==> src/rtl/ps2_key_encoder.sv <==
// -----------------------------------------------------------------------------
// ps2_key_encoder
//
// Purpose:
//    Receives the raw PS/2 keyboard serial stream straight from the pins and
//    turns it into the 11-bit toggle-event word consumed by the input-mapping
//    logic:  [10] toggle, [9] pressed, [8] extended (E0), [7:0] scancode.
//    Bit 10 flips once per key event, so a consumer only has to watch for a
//    change in that bit (or use key_stb) to see a new event.
//
// Ports:
//    clk_sys    in   1   system clock, all logic on posedge
//    RESET      in   1   synchronous, active-high reset
//    ps2_clk    in   1   raw PS/2 clock (asynchronous to clk_sys)
//    ps2_data   in   1   raw PS/2 data  (asynchronous to clk_sys)
//    ps2_key    out  11  event word, [10] toggles once per event
//    key_stb    out  1   one-cycle pulse in the cycle ps2_key takes a new value
//    frame_err  out  1   one-cycle pulse on parity, stop-bit or timeout error
//
// Parameters:
//    FILTER_LEN   cycles the synchronized ps2_clk must disagree with the
//                 filtered level before the filtered level follows (1..255)
//    TIMEOUT_CYC  cycles without a falling edge mid-frame before the frame
//                 is abandoned
//
// Build option:
//    PS2_PAUSE_EN  when defined, the 8-byte Pause sequence
//                  (E1 14 77 E1 F0 14 F0 77) collapses into a single extended
//                  press event for scancode 77. When undefined, E1 is simply
//                  dropped and the remaining bytes decode as ordinary keys.
// -----------------------------------------------------------------------------
module ps2_key_encoder #(
   parameter int FILTER_LEN  = 8,
   parameter int TIMEOUT_CYC = 24000
) (
   input  logic        clk_sys,
   input  logic        RESET,
   input  logic        ps2_clk,
   input  logic        ps2_data,
   output logic [10:0] ps2_key,
   output logic        key_stb,
   output logic        frame_err
);

   localparam int TW = $clog2(TIMEOUT_CYC + 1);
   localparam logic [7:0]    FILT_LAST = 8'(FILTER_LEN - 1);
   localparam logic [TW-1:0] TO_LAST   = TW'(TIMEOUT_CYC - 1);

   // --------------------------------------------------------------------------
   // Input synchronizers and ps2_clk glitch filter
   // --------------------------------------------------------------------------
   logic       r_clk_s1;
   logic       r_clk_s2;
   logic       r_dat_s1;
   logic       r_dat_s2;
   logic       r_clk_filt;
   logic [7:0] r_filt_cnt;
   logic       w_clk_diff;
   logic       w_fall;

   assign w_clk_diff = (r_clk_s2 != r_clk_filt);
   // The filtered level flips on the FILTER_LEN-th consecutive disagreeing
   // cycle; a falling edge is that flip while the filtered level is high.
   assign w_fall     = w_clk_diff && (r_filt_cnt == FILT_LAST) && r_clk_filt;

   always_ff @(posedge clk_sys) begin
      if (RESET) begin
         // Idle PS/2 lines are high; starting high avoids a fake edge.
         r_clk_s1   <= 1'b1;
         r_clk_s2   <= 1'b1;
         r_dat_s1   <= 1'b1;
         r_dat_s2   <= 1'b1;
         r_clk_filt <= 1'b1;
         r_filt_cnt <= 8'd0;
      end else begin
         r_clk_s1 <= ps2_clk;
         r_clk_s2 <= r_clk_s1;
         r_dat_s1 <= ps2_data;
         r_dat_s2 <= r_dat_s1;
         if (w_clk_diff) begin
            if (r_filt_cnt == FILT_LAST) begin
               r_clk_filt <= r_clk_s2;
               r_filt_cnt <= 8'd0;
            end else begin
               r_filt_cnt <= r_filt_cnt + 8'd1;
            end
         end else begin
            r_filt_cnt <= 8'd0;
         end
      end
   end

   // --------------------------------------------------------------------------
   // Frame receiver FSM (advances on filtered falling edges only)
   // --------------------------------------------------------------------------
   typedef enum logic [1:0] {
      ST_IDLE,
      ST_DATA,
      ST_PARITY,
      ST_STOP
   } state_t;

   state_t        r_state;
   state_t        w_state_next;
   logic [2:0]    r_bitcnt;
   logic [2:0]    w_bitcnt_next;
   logic [7:0]    r_shift;
   logic [7:0]    w_shift_next;
   logic          r_par;
   logic          w_par_next;
   logic [TW-1:0] r_to_cnt;
   logic [TW-1:0] w_to_next;
   logic          w_byte_ok;
   logic          w_err;
   logic [7:0]    r_byte;
   logic          r_byte_valid;
   logic          r_frame_err;

   always_comb begin
      w_state_next  = r_state;
      w_bitcnt_next = r_bitcnt;
      w_shift_next  = r_shift;
      w_par_next    = r_par;
      w_to_next     = r_to_cnt;
      w_byte_ok     = 1'b0;
      w_err         = 1'b0;

      if (w_fall) begin
         // An edge always clears the timeout, even if it would expire now.
         w_to_next = '0;
         unique case (r_state)
            ST_IDLE: begin
               // A high "start bit" is line noise or idle; ignore it.
               if (!r_dat_s2) begin
                  w_state_next  = ST_DATA;
                  w_bitcnt_next = 3'd0;
               end
            end
            ST_DATA: begin
               w_shift_next  = {r_dat_s2, r_shift[7:1]};
               w_bitcnt_next = r_bitcnt + 3'd1;
               if (r_bitcnt == 3'd7) begin
                  w_state_next = ST_PARITY;
               end
            end
            ST_PARITY: begin
               w_par_next   = r_dat_s2;
               w_state_next = ST_STOP;
            end
            ST_STOP: begin
               // Odd parity: data bits plus parity bit hold an odd count of 1s.
               if (r_dat_s2 && (^{r_shift, r_par})) begin
                  w_byte_ok = 1'b1;
               end else begin
                  w_err = 1'b1;
               end
               w_state_next = ST_IDLE;
            end
            default: w_state_next = ST_IDLE;
         endcase
      end else if (r_state != ST_IDLE) begin
         if (r_to_cnt == TO_LAST) begin
            w_state_next = ST_IDLE;
            w_err        = 1'b1;
            w_to_next    = '0;
         end else begin
            w_to_next = r_to_cnt + 1'b1;
         end
      end else begin
         w_to_next = '0;
      end
   end

   always_ff @(posedge clk_sys) begin
      if (RESET) begin
         r_state      <= ST_IDLE;
         r_bitcnt     <= 3'd0;
         r_shift      <= 8'd0;
         r_par        <= 1'b0;
         r_to_cnt     <= '0;
         r_byte       <= 8'd0;
         r_byte_valid <= 1'b0;
         r_frame_err  <= 1'b0;
      end else begin
         r_state      <= w_state_next;
         r_bitcnt     <= w_bitcnt_next;
         r_shift      <= w_shift_next;
         r_par        <= w_par_next;
         r_to_cnt     <= w_to_next;
         r_byte_valid <= w_byte_ok;
         r_frame_err  <= w_err;
         if (w_byte_ok) begin
            r_byte <= r_shift;
         end
      end
   end

   // --------------------------------------------------------------------------
   // Byte decoder: prefix tracking and event generation
   // --------------------------------------------------------------------------
   logic        r_ext;
   logic        r_brk;
   logic        w_ext_next;
   logic        w_brk_next;
   logic [10:0] r_key;
   logic [10:0] w_key_next;
   logic        r_key_stb;
   logic        w_emit;
`ifdef PS2_PAUSE_EN
   logic [2:0]  r_skip_cnt;
   logic [2:0]  w_skip_next;
`endif

   always_comb begin
      w_ext_next = r_ext;
      w_brk_next = r_brk;
      w_key_next = r_key;
      w_emit     = 1'b0;
`ifdef PS2_PAUSE_EN
      w_skip_next = r_skip_cnt;
`endif

      if (w_err) begin
         // A broken frame may have been part of a prefixed sequence; never
         // let a stale prefix attach to the next key.
         w_ext_next = 1'b0;
         w_brk_next = 1'b0;
`ifdef PS2_PAUSE_EN
         w_skip_next = 3'd0;
`endif
      end else if (r_byte_valid) begin
`ifdef PS2_PAUSE_EN
         if (r_skip_cnt != 3'd0) begin
            // Swallowing the tail of the Pause sequence; the last byte
            // produces the single Pause event.
            w_skip_next = r_skip_cnt - 3'd1;
            if (r_skip_cnt == 3'd1) begin
               w_key_next = {~r_key[10], 1'b1, 1'b1, 8'h77};
               w_emit     = 1'b1;
            end
         end else if (r_byte == 8'hE1) begin
            w_skip_next = 3'd7;
            w_ext_next  = 1'b0;
            w_brk_next  = 1'b0;
         end else
`endif
         begin
            case (r_byte)
               8'hE0: w_ext_next = 1'b1;
               8'hF0: w_brk_next = 1'b1;
               // E1 (Pause lead-in) and keyboard responses carry no key.
               8'hE1, 8'hFA, 8'hAA, 8'hEE, 8'hFE: ;
               default: begin
                  w_key_next = {~r_key[10], ~r_brk, r_ext, r_byte};
                  w_emit     = 1'b1;
                  w_ext_next = 1'b0;
                  w_brk_next = 1'b0;
               end
            endcase
         end
      end
   end

   always_ff @(posedge clk_sys) begin
      if (RESET) begin
         r_ext     <= 1'b0;
         r_brk     <= 1'b0;
         r_key     <= 11'd0;
         r_key_stb <= 1'b0;
`ifdef PS2_PAUSE_EN
         r_skip_cnt <= 3'd0;
`endif
      end else begin
         r_ext     <= w_ext_next;
         r_brk     <= w_brk_next;
         r_key     <= w_key_next;
         r_key_stb <= w_emit;
`ifdef PS2_PAUSE_EN
         r_skip_cnt <= w_skip_next;
`endif
      end
   end

   assign ps2_key   = r_key;
   assign key_stb   = r_key_stb;
   assign frame_err = r_frame_err;

endmodule

==> config.mk <==
export PLATFORM = sky130hd
export DESIGN_NAME = ps2_key_encoder
export DESIGN_NICKNAME = d
export VERILOG_FILES = /design/src/rtl/ps2_key_encoder.sv
export SDC_FILE = /design/constraint.sdc
export NUM_CORES = 1
export LEC_CHECK = 0
export CAP_MARGIN = 30
export CORE_ASPECT_RATIO = 1.1
export CORE_MARGIN = 4
export CORE_UTILIZATION = 50
export CTS_BUF_LIST = sky130_fd_sc_hd__clkbuf_8 sky130_fd_sc_hd__clkbuf_16
export CTS_CLUSTER_SIZE = 10
export DETAILED_ROUTE_END_ITERATION = 6
export PLACE_DENSITY = 0.72
export SETUP_SLACK_MARGIN = 0.3
export SLEW_MARGIN = 5
export SYNTH_ARGS = -nofsm -noshare
export SYNTH_HDL_FRONTEND = slang
export SYNTH_SLANG_ARGS = --single-unit
==> constraint.sdc <==
create_clock -name clk_sys -period 2 [get_ports clk_sys]
set_input_delay 0.6 -clock clk_sys [delete_from_list [all_inputs] [get_ports clk_sys]]
set_output_delay 0.6 -clock clk_sys [all_outputs]
set_load 0.01 [all_outputs]
; After elaboration in Yosys (flattened, before gate mapping)
; Index checks and enable logic that the tools add are counted.
[word_totals]
elab_cells = 90
out_inout_bits = 13
register_bits = 66
input_bits = 4
[op_classes]
add_sub_neg = 3
reduce_logical = 24
n_eq_ne = 17
n_mux = 19
bitwise_logic = 9
[ops]
columns = operator, count
row1 = "== test 8 bit, second input constant", 7
row2 = "adder 15 x 1 -> 15 bit, second input constant", 1
row3 = "== test 15 bit, second input constant", 1
row4 = OR reduction 6 bit, 2
row5 = 2-to-1 mux 2 bit, 5
row6 = AND reduction 2 bit, 5
row7 = 2-to-1 mux 1 bit, 9
row8 = NOT 1 bit, 9
row9 = parity 9 bit, 1
row10 = "adder 8 x 1 -> 8 bit, second input constant", 1
row11 = "== test 8 x 3 -> 1 bit, second input constant", 1
row12 = case mux 2 bit (4 select lines), 1
row13 = nonzero test 2 bit, 4
row14 = OR reduction 7 bit, 1
row15 = "!= test 3 bit, second input constant", 2
row16 = case mux 3 bit (2 select lines), 1
row17 = AND reduction 3 bit, 2
row18 = OR reduction 3 bit, 2
row19 = "== test 2 bit, second input constant", 2
row20 = case mux 1 bit (2 select lines), 2
row21 = AND reduction 4 bit, 1
row22 = OR reduction 4 bit, 1
row23 = "adder 3 x 1 -> 3 bit, second input constant", 1
row24 = "== test 3 bit, second input constant", 1
row25 = 7 further kinds, 9

; Longest topological paths before layout
; Gate-level depths: netlist of the first run.
[logic_depth]
depth_word = 7
ltp_mapped = 8

; Worst setup path before layout of the first run
; Ideal clock, no wire load.
[synth_timing]
path_kind = reg2reg
from = register r_filt_cnt[0]
to = register r_key[10] (netlist: ps2_key[10])
arrival_time_ps = 2048
path_slack_ps = -169
required_time_ps = 1879
synth_period_minus_slack_ps = 2169
path_buffers = 1
path_stages_with_launch = 9
cell_sequence = dfxtp_1 -> ha_1 -> nand4bb_1 -> or2_4 -> o2111ai_2 -> o211ai_2 -> nor2b_2 -> buf_6 -> mux2_4
[synth_via]
elab_chain_cells = 6
[synth_lines]
columns = item, line
row1 = start: declaration, 57  ; logic [7:0] r_filt_cnt;
row2 = start signal: assignment, 85  ; r_filt_cnt <= r_filt_cnt + 8'd1;
row3 = == test 8 x 3 -> 1 bit, 64  ; assign w_fall = w_clk_diff && (r_filt_cnt == FILT_LAST) && r_clk_filt;
row4 = logical AND 1 bit (2 in series), 64
row5 = 2-to-1 mux 1 bit, 128  ; if (w_fall) begin
row6 = NOT 1 bit (no line), n/a
row7 = AND reduction 3 bit (no line), n/a
row8 = end signal: assignment, 276  ; r_key <= w_key_next;
row9 = end: declaration, 205  ; logic [10:0] r_key;
; No other way between the ends.
; A chain may end at the register's enable or synchronous reset.

; Worst setup path after layout of the first run
[layout_timing]
from = register r_filt_cnt[6]
to = register r_brk
[layout_via]
elab_chain_cells = 5
[layout_lines]
columns = item, line
row1 = == test 8 x 3 -> 1 bit, 64
row2 = logical AND 1 bit (2 in series), 64
row3 = 2-to-1 mux 1 bit, 128
row4 = OR reduction 2 bit (no line), n/a
row5 = end signal: assignment, 275  ; r_brk <= w_brk_next;
row6 = end: declaration, 202  ; logic r_brk;
; No other way between the ends.

==> impl_metrics.json, run 1 <==
{
  "worst-path-max-fanout": 4,
  "path_cells": "or3_4 -> buf_4 -> nor3_4 -> nand2_1 -> o211ai_2 -> buf_4 -> buf_6 -> nor3_4 -> nor2b_1",
  "drv_slew": 0,
  "clock-sinks": 66,
  "worst_pin_slew_ns": 0.365,
  "grt_max_degree": 38,
  "fmax_ghz": 0.496,
  "grt_use_total_pct": 17.7,
  "synth_edf_count": 0,
  "yosysUniqueCellTypes": 51,
  "cpMaxStageDelayCell": "or3_4",
  "cap_viol_max_count": 0,
  "firstDrtPassIters": 4,
  "worstSkewPairLatency_ns": 0.34,
  "routedWlPerCell_um": 13.4,
  "post-place-ws_ns": -0.0579,
  "path_clk_slew_ns": 0.07,
  "viasPerCell": 5.17,
  "hold_class": "reg -> reg",
  "yosys.area.top_type": "dfxtp_1",
  "drive_above_1_share_pct": 27.2,
  "portBuffers": 16,
  "cts_made_buffers": 9,
  "fin_crit_sh_pct": 101,
  "synth_fp_nets": 320,
  "grt_pass1_vias": 2212,
  "ant_nets": 0,
  "die_h_um": 88.1,
  "critPathRequiredTime_ns": 2.23,
  "end_kind": "flop",
  "cpPeakStageDelay_ns": 0.41,
  "synth_top_area_share_pct": 45.4,
  "ys_seq_area_share_pct": 45.4,
  "die_w_um": 80.8,
  "h-tree-depth": 3,
  "via_count": 2235,
  "routed_wl_um": 5780,
  "stdcell_count": 432,
  "synthTopCellsByCount": "dfxtp_1 (66), nor2_1 (37), nand2_1 (23)",
  "min_from": "r_dat_s1$_SDFF_PP1_",
  "yosysMostFrequentCell": "dfxtp_1",
  "cts_max_path_buffers": 2,
  "hold_viol_final": 0,
  "grt.overflow.total": 0,
  "antenna_found_initial": 0,
  "syn_inst": 308,
  "status": "complete, but fails checks",
  "io_pins": 17,
  "dp_hpwl_um": 3680,
  "holdBufCountCts": 0,
  "period_needed_ns": 2.02,
  "rsz0062_at_grt": "yes",
  "ys.flop_type": "dfxtp_1",
  "crit_path_start": "r_filt_cnt[6]$_SDFF_PP0_",
  "post-route-drc-count": 0,
  "synth_area_um2": 2910,
  "startpoint_type": "flop",
  "setup_viol": 6,
  "placed_cells": 409,
  "violations": "setup timing",
  "grt_pass1_wl_um": 9760,
  "p_per_area_nw_per_um2": 630,
  "drt_iter0_drc": 80,
  "die-area_um2": 7110,
  "final_util_pct": 67.6,
  "vdd_ir_drop_max_mv": 0.393,
  "ys_ff_latch": 66,
  "nNetsFinal": 364,
  "total_power_mw": 2.34,
  "syn_area_per_cell_um2": 9.46,
  "globalplace.congestion": 0.796,
  "coreArea_um2": 5500,
  "worstPathArrival_ns": 2.25,
  "slew_headroom_pct": 75.6,
  "clock_skew_ns": 0.00818,
  "r2r_start": "r_filt_cnt[6]$_SDFF_PP0_",
  "area_delta_synth_final_pct": 27.7,
  "yosys_warnings": 0,
  "rows": 28,
  "initial_core_util_pct": 53.0,
  "power.leakage_nw": 1.51,
  "ys_top_cells_by_area": "dfxtp_1 (45%), mux2i_1 (6.2%), nor2_1 (4.8%)",
  "synth-async-reset-ratio_pct": 0,
  "cts_tree": "done",
  "fin_ws_ns": -0.0156,
  "cts-root-buf": "clkbuf_8",
  "num_antenna_cells": 0,
  "crit_type": "reg -> reg"
}
area by class of cell:
type,count,area (um2)
Multi-Input combinational cell,224,1720
Clock buffer,10,138
Inverter,7,26.3
Sequential cell,66,1340
Clock inverter,6,33.8
Fill cell,439,1780
Tap cell,75,93.8
Timing Repair Buffer,44,377
worst max-delay path, delay by kind of cell, from the launching register on:
family / cells / cell delay, ns
DFF: 1 / 0.34
AOI/OAI and AO/OA: 1 / 0.22
and+or+nand+nor: 5 / 0.95
buffers and inverters: 3 / 0.40
repair_timing:
action	4_1_cts	5_1_grt
buffers inserted	3	4
pin swaps	5	8
endpoints found under the setup margin	62	52
resized for setup	26	38
endpoints found under the hold margin	0	0
report_power, final:
| group | switching, mW | leakage, nW | internal (mW) |
|---|---|---|---|
| clock network | 0.501 | 0.0892 | 0.472 |
| registers | 0.00398 | 0.538 | 1.32 |
| logic | 0.0261 | 0.882 | 0.0221 |
| total | 0.531 | 1.51 | 1.81 |
metrics by stage:
| stage | hold slack (ns) | area [um2] | TNS, ns |
|---|---|---|---|
| CTS | 0.415 | 3560 | 0 |
| finish | 0.411 | 3720 | -0.0362 |
| detailed placement | 0.398 | 3310 | -0.321 |
| floorplan | 0.389 | 2950 | -0.0357 |
| global route | 0.435 | 3720 | -0.842 |
| global placement | 0.392 | 3310 | 0 |
registers in the layout (all words and copies together) (netlist names), 2 cells and up:
register,flops
r_state,2
r_byte,8
r_to_cnt,15
r_shift,8
r_bitcnt,3
ps2_key,11
r_filt_cnt,8
cells by family (layout without fill, tap and decap cells):
logic type | Yosys count | count (layout) | share of synthesized area, %
mux | 20 | 20 | 7.09
xor+xnor | 28 | 28 | 9.15
simple gates | 138 | 138 | 25.1
fa+ha+maj | 8 | 8 | 3.44
buf+inv | 18 | 67 | 2.62
flops | 66 | 66 | 45.4
compound gates | 30 | 30 | 7.22
final timing paths:
check	to	slack, ns	depth (start not counted)
max	r_brk$_SDFFE_PP0P_	-0.02	9
min reg2reg	r_dat_s2$_SDFF_PP1_	0.41	1
max reg2reg	r_brk$_SDFFE_PP0P_	-0.02	9
min	r_dat_s2$_SDFF_PP1_	0.41	1
cells in the final DEF (no fill, tap or decap), types with 2 or more instances in the layout:
cell type        synthesis  routed
buf_4                    0      23
mux2_4                   1       2
nor2b_1                  8       6
nand3_2                  0       2
clkdlybuf4s50_1          0       3
xnor2_1                 13      12
buf_6                    1       4
dlygate4sd2_1            0      13
nand3b_1                 2       2
dfxtp_1                 66      56
clkinv_2                 0       3
and3_1                   9       8
clkinvlp_4               0       2
ha_1                     8       6
a21oi_2                  0       4
dfxtp_2                  0       9
nor2b_4                  0       3
nor2_2                   0       4
xor2_1                  13      13
mux2i_1                 18      18
nor2_1                  37      33
nor3_4                   1       2
or2_2                    4       4
xnor2_2                  1       2
inv_1                    7       7
nand3_1                 18      16
nand2_1                 23      21
a21oi_1                 13       9
clkbuf_8                 0      10
nand2b_1                20      20
and2_1                   2       2
layer usage:
| metal | global-route usage, % | wire length [um] | up-vias |
|---|---|---|---|
| li1 | - | - | 1132 |
| met1 | 20.3 | 2500 | 1062 |
| met2 | 30.3 | 2990 | 29 |
| met3 | 6.28 | 171 | 12 |
| met4 | 6.30 | 121 | 0 |
| met5 | 0 | 0 | - |
Note: power is estimated with default switching activity, not from simulation.
==> run 2, diff against run 1 <==
- CORE_ASPECT_RATIO: 1.1 -> not set
- PLACE_DENSITY: 0.72 -> 0.71
==> impl_metrics.json, run 2 (same netlist as run 1, synthesis figures left out) <==
{
  "critPathRequiredTime_ns": 2.24,
  "p_per_area_nw_per_um2": 616,
  "die-area_um2": 7110,
  "die_w_um": 84.3,
  "clock-sinks": 66,
  "cts_max_path_buffers": 2,
  "largest_reg_flops": 15,
  "clock_skew_ns": 0.00917,
  "ant_nets": 0,
  "num_antenna_cells": 0,
  "cts_tree": "done",
  "end_kind": "flop",
  "io_pins": 17,
  "nNetsFinal": 371,
  "cts_made_buffers": 9,
  "routed_wl_um": 6080,
  "r2r-end": "ps2_key[9]$_SDFFE_PP0P_",
  "rsz0062_at_grt": "yes",
  "firstDrtPassIters": 4,
  "total_power_mw": 2.44,
  "post-route-drc-count": 0,
  "r2r_start": "r_filt_cnt[6]$_SDFF_PP0_",
  "fin_crit_sh_pct": 96.5,
  "status": "complete, no violations",
  "worstPathArrival_ns": 2.16,
  "crit_path_start": "r_filt_cnt[6]$_SDFF_PP0_",
  "slew_headroom_pct": 73.0,
  "rows": 27,
  "worstSkewPairLatency_ns": 0.35,
  "antenna_found_initial": 0,
  "stdcell_count": 436,
  "drv_slew": 0,
  "min_path_cells": 1,
  "globalplace.congestion": 0.829,
  "startpoint_type": "flop",
  "final_common_cell": "dfxtp_1",
  "worst_pin_slew_ns": 0.405,
  "ff2ff_setup_slack_ns": 0.07,
  "hold_class": "reg -> reg",
  "setup_tns_ns": 0,
  "cap_viol_max_count": 0,
  "viasPerCell": 5.30,
  "cp-endpoint": "ps2_key[9]$_SDFFE_PP0P_",
  "placed_cells": 412,
  "power.leakage_nw": 1.58,
  "drt_iter0_drc": 93,
  "grt_pass1_vias": 2118,
  "drive_above_1_share_pct": 33.2,
  "setup_viol": 0,
  "holdBufCountCts": 0,
  "vdd_ir_drop_max_mv": 0.431,
  "fmax_ghz": 0.518,
  "coreArea_um2": 5570,
  "fin_ws_ns": 0.0710,
  "final_util_pct": 71.1,
  "initial_core_util_pct": 52.3,
  "dp_hpwl_um": 3740,
  "grt.overflow.total": 0,
  "portBuffers": 16,
  "grt_pass1_wl_um": 9880,
  "grt_use_total_pct": 17.3,
  "hold_viol_final": 0,
  "final_cell_mix": "dfxtp_1 (60), buf_4 (25), nor2_1 (24), nand2b_1 (20), nand2_1 (19)",
  "period_needed_ns": 1.93,
  "worstRegToRegCells": 6,
  "routedWlPerCell_um": 13.9,
  "crit_type": "reg -> reg",
  "post-place-ws_ns": -0.00712,
  "die_h_um": 84.3,
  "via_count": 2310,
  "h-tree-depth": 3,
  "cts-root-buf": "clkbuf_8",
  "area_delta_synth_final_pct": 36.1,
  "largest-register": "r_to_cnt",
  "path_clk_slew_ns": 0.07,
  "grt_max_degree": 31,
  "worst-path-max-fanout": 4
}
[run 2: changes by cell type in the layout (fill, tap and decap cells not counted), moves of 3 or more]
cell / before / now
a21oi_1: 9 / 4
dfxtp_1: 56 / 60
nor2_4: 0 / 12
nor2_1: 33 / 24
nor2_2: 4 / 1
nand3_2: 2 / 7
nand3_1: 16 / 10
a21oi_2: 4 / 9
dfxtp_2: 9 / 5
[run 2: metal layers]
layer / track usage [%] / vias up / wire, um
met2: 25.6 / 57 / 2770
li1: - / 1149 / -
met3: 4.51 / 23 / 203
met5: 0 / - / 0
met4: 9.65 / 0 / 186
met1: 22.7 / 1081 / 2920
[run 2: worst min-delay path by stage]
stage	slack, ns	to	startpoint
final	0.41	r_dat_s2$_SDFF_PP1_	r_dat_s1$_SDFF_PP1_
after global routing	0.44	r_dat_s2$_SDFF_PP1_	r_dat_s1$_SDFF_PP1_
after CTS	0.42	r_dat_s2$_SDFF_PP1_	r_dat_s1$_SDFF_PP1_
after detailed placement	0.40	r_dat_s2$_SDFF_PP1_	r_dat_s1$_SDFF_PP1_
after global placement	0.40	r_dat_s2$_SDFF_PP1_	r_dat_s1$_SDFF_PP1_
after floorplan	0.39	r_clk_s2$_SDFF_PP1_	r_clk_s1$_SDFF_PP1_
[run 2: report_power, final]
part           leakage (nW)  switching (mW)  total (mW)  internal (mW)
Combinational         0.941          0.0264      0.0476         0.0212
Sequential            0.536         0.00441        1.32           1.32
Clock                 0.100           0.511        1.07          0.562
[run 2: layout make-up]
cell class | instances | area, um2
multi-input cells | 224 | 1860
fillers | 434 | 1610
flip-flops and latches | 66 | 1330
repair buffers | 51 | 474
clock buffers | 9 | 124
well taps | 72 | 90.1
clock inverters | 7 | 61.3
inverters | 7 | 26.3
[run 2: critical path: stages (launching register included)]
cell and delay (ns):
dfxtp_2 0.32, or3_4 0.38, or2_4 0.26, o2111ai_4 0.23, o211ai_4 0.12, nor2b_4 0.20
mux2_4 0.31
[run 2: metrics by stage]
| stage | cell area [um2] | hold slack [ns] |
|---|---|---|
| 3_3_place_gp | 3360 | 0.397 |
| 5_1_grt | 3960 | 0.435 |
| 2_1_floorplan | 2950 | 0.389 |
| 6_report | 3960 | 0.414 |
| 3_5_place_dp | 3360 | 0.398 |
| 4_1_cts | 3680 | 0.418 |
[run 2: timing repair]
item	in CTS	in global routing
gates cloned	2	0
gates resized for setup	34	68
pin swaps	8	34
buffers inserted	5	1
endpoints found under the setup margin	65	52
